## src/rtl/mmio_gpio.sv

```systemverilog
// Memory-mapped GPIO block: output register with set/clear aliases, synchronized
// inputs, per-channel edge detection with sticky status and a level interrupt.
module mmio_gpio #(
  parameter int unsigned WIDTH     = 10,
  parameter logic [15:0] BASE_ADDR = 16'hC000
) (
  input  logic             clk,
  input  logic             rst,
  input  logic [15:0]      addr,
  input  logic [15:0]      wdata,
  input  logic             we,
  input  logic             re,
  output logic [15:0]      rdata,
  input  logic [WIDTH-1:0] gpio_in,
  output logic [WIDTH-1:0] gpio_out,
  output logic             irq
);

  localparam int unsigned DW = 16;

  localparam logic [2:0] OFF_OUT      = 3'd0;
  localparam logic [2:0] OFF_IN       = 3'd1;
  localparam logic [2:0] OFF_EDGE_EN  = 3'd2;
  localparam logic [2:0] OFF_EDGE_POL = 3'd3;
  localparam logic [2:0] OFF_EDGE_ST  = 3'd4;
  localparam logic [2:0] OFF_OUT_SET  = 3'd5;
  localparam logic [2:0] OFF_OUT_CLR  = 3'd6;

  logic [WIDTH-1:0] out_reg;
  logic [WIDTH-1:0] edge_en;
  logic [WIDTH-1:0] edge_pol;
  logic [WIDTH-1:0] edge_stat;
  logic [WIDTH-1:0] s1, s2, s3;

  logic             sel;
  logic             wr;
  logic [WIDTH-1:0] wval;
  logic [WIDTH-1:0] edge_det;
  logic [WIDTH-1:0] stat_clr;
  logic [WIDTH-1:0] stat_next;
  logic [WIDTH-1:0] out_next;

  // Only the low WIDTH bits of wdata carry register content.
  logic unused_wdata;
  assign unused_wdata = ^wdata;

  assign sel  = (addr[15:3] == BASE_ADDR[15:3]);
  assign wr   = we && sel;
  assign wval = wdata[WIDTH-1:0];

  assign gpio_out = out_reg;

  // Edge detect, sticky status update and output register next value.
  always_comb begin
    edge_det  = (s2 & ~s3 & ~edge_pol) | (~s2 & s3 & edge_pol);
    stat_clr  = '0;
    out_next  = out_reg;
    if (wr) begin
      case (addr[2:0])
        OFF_OUT:     out_next = wval;
        OFF_OUT_SET: out_next = out_reg | wval;
        OFF_OUT_CLR: out_next = out_reg & ~wval;
        OFF_EDGE_ST: stat_clr = wval;
        default:     out_next = out_reg;
      endcase
    end
    // A new edge on a bit being cleared in the same cycle keeps the bit set.
    stat_next = (edge_stat & ~stat_clr) | (edge_det & edge_en);
  end

  // Register file, input synchronizer chain and registered interrupt.
  always_ff @(posedge clk) begin
    if (rst) begin
      out_reg   <= '0;
      edge_en   <= '0;
      edge_pol  <= '0;
      edge_stat <= '0;
      s1        <= '0;
      s2        <= '0;
      s3        <= '0;
      irq       <= 1'b0;
    end else begin
      s1        <= gpio_in;
      s2        <= s1;
      s3        <= s2;
      out_reg   <= out_next;
      edge_stat <= stat_next;
      irq       <= |stat_next;
      if (wr && addr[2:0] == OFF_EDGE_EN)  edge_en  <= wval;
      if (wr && addr[2:0] == OFF_EDGE_POL) edge_pol <= wval;
    end
  end

  // Zero-latency read mux; idle or unselected bus reads as zero.
  always_comb begin
    rdata = '0;
    if (re && sel) begin
      case (addr[2:0])
        OFF_OUT:      rdata = DW'(out_reg);
        OFF_IN:       rdata = DW'(s2);
        OFF_EDGE_EN:  rdata = DW'(edge_en);
        OFF_EDGE_POL: rdata = DW'(edge_pol);
        OFF_EDGE_ST:  rdata = DW'(edge_stat);
        default:      rdata = '0;
      endcase
    end
  end

endmodule

```

## config.mk

```make
export PLATFORM = sky130hd
export DESIGN_NAME = mmio_gpio
export DESIGN_NICKNAME = d
export VERILOG_FILES = /design/src/rtl/mmio_gpio.sv
export SDC_FILE = /design/constraint.sdc
export NUM_CORES = 1
export LEC_CHECK = 0
export BUFFER_PORTS_ARGS = -buffer_cell sky130_fd_sc_hd__buf_4
export CAP_MARGIN = 20
export CORE_MARGIN = 4
export CORE_UTILIZATION = 58
export DETAILED_ROUTE_END_ITERATION = 10
export PLACE_DENSITY = 0.86
export SLEW_MARGIN = 10
export SYNTH_ARGS = -nofsm -noshare
export SYNTH_HDL_FRONTEND = slang
export SYNTH_SLANG_ARGS = --single-unit
```

## constraint.sdc

```tcl
create_clock -name clk -period 2.7 [get_ports clk]
set_input_delay 0.27 -clock clk [delete_from_list [all_inputs] [get_ports clk]]
set_output_delay 0.27 -clock clk [all_outputs]
set_load 0.02 [all_outputs]
```

---- Yosys cells after proc, flatten, opt, wreduce, memory -nomap -nowiden ----
Index checks and enable logic that the tools add are counted.
cells by class
  equal/unequal tests ..................... 7
  muxes and demuxes ....................... 5
  bitwise operators ....................... 15
  reduce and logical (&&, ||, !) cells .... 8
operator list
  kind                                                                    number
  10-bit AND                                                              7
  10-bit inverter                                                         5
  10-bit case mux with 5 select lines                                     1
  10-bit 2-to-1 mux                                                       3
  10-bit bitwise OR                                                       3
  10-bit case mux with 3 select lines                                     1
  13-bit equality test (second input constant)                            1
  10-bit OR reduction                                                     1
  3-bit equality test (second input constant)                             3
  3-bit by 2-bit equality test with 1-bit output (second input constant)  2
  1-bit logical AND                                                       4
  3-bit by 1-bit equality test with 1-bit output (second input constant)  1
  3-bit logical NOT                                                       1
  3-bit nonzero test                                                      1
  2-bit AND reduction                                                     1
storage, ports and cells
  bits in registers ....................... 71
  output and inout bits ................... 27
  word-level logic and storage cells ...... 43

---- Logic depth before layout (Yosys ltp) ----
  word-level depth ........................ 7
  depth in mapped cells ................... 7
  depth with buffers taken out ............ 6

---- Least setup slack after synthesis ----
No wires, ideal clock.
  kind .................................... input -> output
  start point ............................. in addr[8]
  end point ............................... out rdata[0]
  arrival time ............................ 1.621 ns
  data required time ...................... 2.430 ns
  setup slack ............................. 0.809 ns
  stages .................................. 4
  buffers on the path ..................... 0
  cell sequence ........................... nor4b_2 and4_1 nand3_1 a21oi_1
between the ends
  longest elaborated chain between the ends .. 3
ends and longest elaborated chain
  item                  line  text
  start, declared       9     input logic [15:0] addr,
  13-bit equality test  47    assign sel = (addr[15:3] == BASE_ADDR[15:3]);
  1-bit logical AND     97    if (re && sel) begin
  10-bit 2-to-1 mux     97
  end, declared         13    output logic [15:0] rdata,
No other way between the ends.

---- Worst setup path in the final report ----
  start point ............................. in addr[4]
  end point ............................... out rdata[3]
The elaborated chain is that of the path after synthesis.

==> out/results.env <==
DRIVE_GT1_FRAC=0.202
CLOCK_LATENCY_ON_THE_WORST_SKEW_PAIR_NS=0.34
RSZ0062_AT_GRT='no'
IO_BUFFERS=60
ANTENNA_VIOLATIONS_BEFORE_REPAIR=0
FMAX_MHz=445
ROUTE.DETAILED.VIAS_PER_INST=5.88
WORST-ENDPOINT-REQUIRED_NS=2.43
VIA_COUNT=3085
CTS_MAX_LEVEL=3
PERIOD_NEEDED_NS=2.25
POST_CTS.RESIZED_INSTANCES=0
TOTALNEGATIVESETUPSLACK_NS=0
SYN-CELL-AREA_SQ_UM=3210
DRCVIOLATIONCOUNT=0
FLOORPLAN.CORE_AREA_SQ_UM=5240
SETUP.WORST_PATH.CLASS='primary input to output pin'
ROWS=26
WORST_SLEW_MARGIN_REL=0.462
SYNTH_TOP_AREA_CELL='dfxtp_1'
WORST_PIN_SLEW_NS=0.801
DRT_FIRST_ITER_VIOLATIONS=320
P_INT_W=0.00161
TIMING.CRITICAL_PATH.SLOWEST_CELL_DELAY_NS=0.41
YS_TYPES=38
CLK_PIN_SLEW_WORST_PATHS_NS=0.07
HOLDBUFCOUNTCTS=0
GRT.TOTAL_USAGE=0.264
SEQ_POWER_SHARE=0.511
REPORT.FINAL.SETUP_VIOL=0
PWR-SHARE-COMB=0.076
CRITPATHCAPTURETYPE='output pin'
DRT.ANTENNA.VIOLATING_NETS=0
TIMING.FINAL.CRIT_SHARE=0.833
YOSYS_REGISTER_BITS=71
SYNTH.TOP_CELL.AREA_SHARE=0.443
SETUP.WORST_PATH.START_CLASS='primary input'
CRITICAL_PATH_ARRIVAL_NS=1.98
CLOCKROOTBUFFER='clkbuf_8'
SYNTH.YOSYS.SEQ_AREA_SHARE=0.443
SETUP_FIX_BUFS_POST_CTS=0
SYNTH_EDF_COUNT=0
SLEW_VIOL_FINAL=0
FLOORPLAN.INITIALDENSITY=0.613
GPL.FINAL_WEIGHTED_CONGESTION=0.858
TIMING.CLOCK.SKEW_NS=0.00776
MOST_FREQUENT_CELLS_AFTER_SYNTHESIS='72 x nand2_1, 71 x dfxtp_1, 61 x a21oi_1'
DETAILEDPLACEMENTHPWL_UM=5580
TOTAL_SWITCHING_POWER_W=0.000493
PLACED_CELL_AREA_SQ_UM=3690
YOSYS_WARNINGS=0
DIE_WIDTH_UM=82.4
FP.DIEAREA_SQ_UM=6790
CLOCK_SINKS=71
CRIT_FANOUT=10
CLOCK_TREE.BUFFER_DEPTH=2
SYNTH_CELLS=392
ASYNC_RESET_FF_FRAC=0
WL_PER_CELL_UM=16.2
CRIT_PATH_TOP_DELAY_CELL='nand3_1'
PLACED_CELLS=509
GRT_PASS1_VIAS=2833
ORDERED_LIST_OF_CELLS_ON_THE_WORST_PATH='buf_4 -> nor4_2 -> and4_1 -> nand3_1 -> a21oi_1 -> buf_4'
LAYOUT-AREA-OVERHEAD-VS-SYNTH_PCT=21.3
CPMOSTUSEDCELL='buf_4'
DRT-PASS1-ITER-COUNT=5
CTS_TREE='done'
STATIC-LEAKAGE-POWER_nW=1.46
DIE_H_UM=82.4
MAXCAPVIOLATIONS=0
FINALNONFILLERCELLS=525
FINAL-HOLD-VIOLATION-COUNT=0
STATUS='finished clean'
SYNTHESIS.AREA_PER_INSTANCE_SQ_UM=8.19
POST-SYNTH-TOP-COUNT-CELL='nand2_1'
SW_FRAC_OF_TOTAL=0.235
SYNTH-MAIN-FF-CELL='dfxtp_1'
IRDROPWORSTVDD_uV=423
GRT_FIRST_PASS_WIRELENGTH_UM=13400
DRT-TOTAL-WL_UM=8500
NETS=496
POWER-PER-CELL-AREA_nW_PER_UM2=540
P_CLK_FRAC=0.414
HOLD_PATH_CLASS='primary input to flip-flop'
NUMBER_OF_DIODES=0
GRT.OVERFLOW.TOTAL=0
SYNTHTOPCELLSBYAREA='dfxtp_1 44%, a21oi_1 9.5%, nand2_1 8.4%, nor2b_1 7.0%, nor2_1 4.3%'
BOUNDARYPINS=73
CTS_MADE_BUFFERS=9
POST-ROUTE-CELL-AREA_SQ_UM=3890
SETUP.REG_TO_REG.WORST_SLACK_NS=1.11
GRT_MAX_DEGREE=72
area by class of cell:
class / count / area [sq um]
multi-input cells: 302 / 1690
fillers: 393 / 1340
well taps: 70 / 87.6
clock buffers: 11 / 151
repair buffers: 65 / 488
flip-flops and latches: 71 / 1420
clock inverters: 5 / 56.3
inverters: 1 / 3.75
flip-flops by register name (all words and copies together) (netlist names):
| register | cells |
|---|---|
| irq | 1 |
| gpio_out | 10 |
| s2 | 10 |
| s3 | 10 |
| s1 | 10 |
| edge_en | 10 |
| edge_stat | 10 |
| edge_pol | 10 |
layout by cell type, fill, tap and decap left out, types with 2 or more instances in the layout:
cell      netlist  final
a22oi_1        11     11
dfxtp_1        71     71
nor2b_1        36     36
nand3_1         2      2
mux2i_1         9      9
nand3b_1        8      8
or4_1           2      2
clkbuf_8        0     11
buf_4           7     65
conb_1          1      6
a21oi_1        61     61
and3_1          3      3
a21boi_0        6      6
nor4_4          2      2
nand2b_1        7      7
nor2_1         37     37
o21ai_0        17     17
nand2_1        72     72
xor2_1          2      2
clkinv_2        0      2
a21o_1          2      2
nand4_1         4      4
worst paths after layout:
path | startpoint | to | depth (start not counted)
setup / recovery | addr[4] | rdata[3] | 6
hold / removal | gpio_in[7] | s1[7] | 2
setup reg to reg | edge_pol[3] | irq | 6
hold reg to reg | s1[3] | s2[3] | 1
per-layer routing:
metal,vias up,global-route usage,part of all wire
li1,1453,-,-
met1,1477,0.329,0.41
met2,133,0.432,0.49
met3,22,0.0531,0.075
met4,0,0.135,0.025
met5,-,0,0
critical path: cells and delay by family:
kind                   cells  cell delay, ns
AO/OA/AOI/OAI              1            0.33
buffers and inverters      2            0.30
AND/OR/NAND/NOR            3            1.08
kinds of logic after synthesis:
| logic type | Yosys count | share of synthesized area |
|---|---|---|
| flip-flops | 71 | 0.443 |
| XOR/XNOR | 2 | 0.00545 |
| multiplexers | 10 | 0.0351 |
| other | 1 | 0.00117 |
| buffers and inverters | 24 | 0.0382 |
| AND/OR/NAND/NOR | 184 | 0.304 |
| AO/OA/AOI/OAI | 100 | 0.174 |
power groups by stage:
stage	Combinational, W	Sequential (W)	Clock, W
after floorplan	0.0000873	0.00109	0
after global placement	0.000151	0.00110	0
after detailed placement	0.000156	0.00110	0
after CTS	0.000156	0.00107	0.000880
after global routing	0.000171	0.00108	0.000928
final	0.000159	0.00107	0.000870
through the flow:
step / util / hold WS, ns / power (W) / setup slack, ns
final: 0.744 / 0.137 / 0.00210 / 0.451
after global placement: 0.704 / 0.418 / 0.00125 / 0.516
after CTS: 0.744 / 0.124 / 0.00211 / 0.501
after detailed placement: 0.704 / 0.427 / 0.00125 / 0.509
after global routing: 0.744 / 0.130 / 0.00217 / 0.341
after floorplan: - / 0.398 / 0.00118 / 0.809
(Power assumes the default switching activity.)
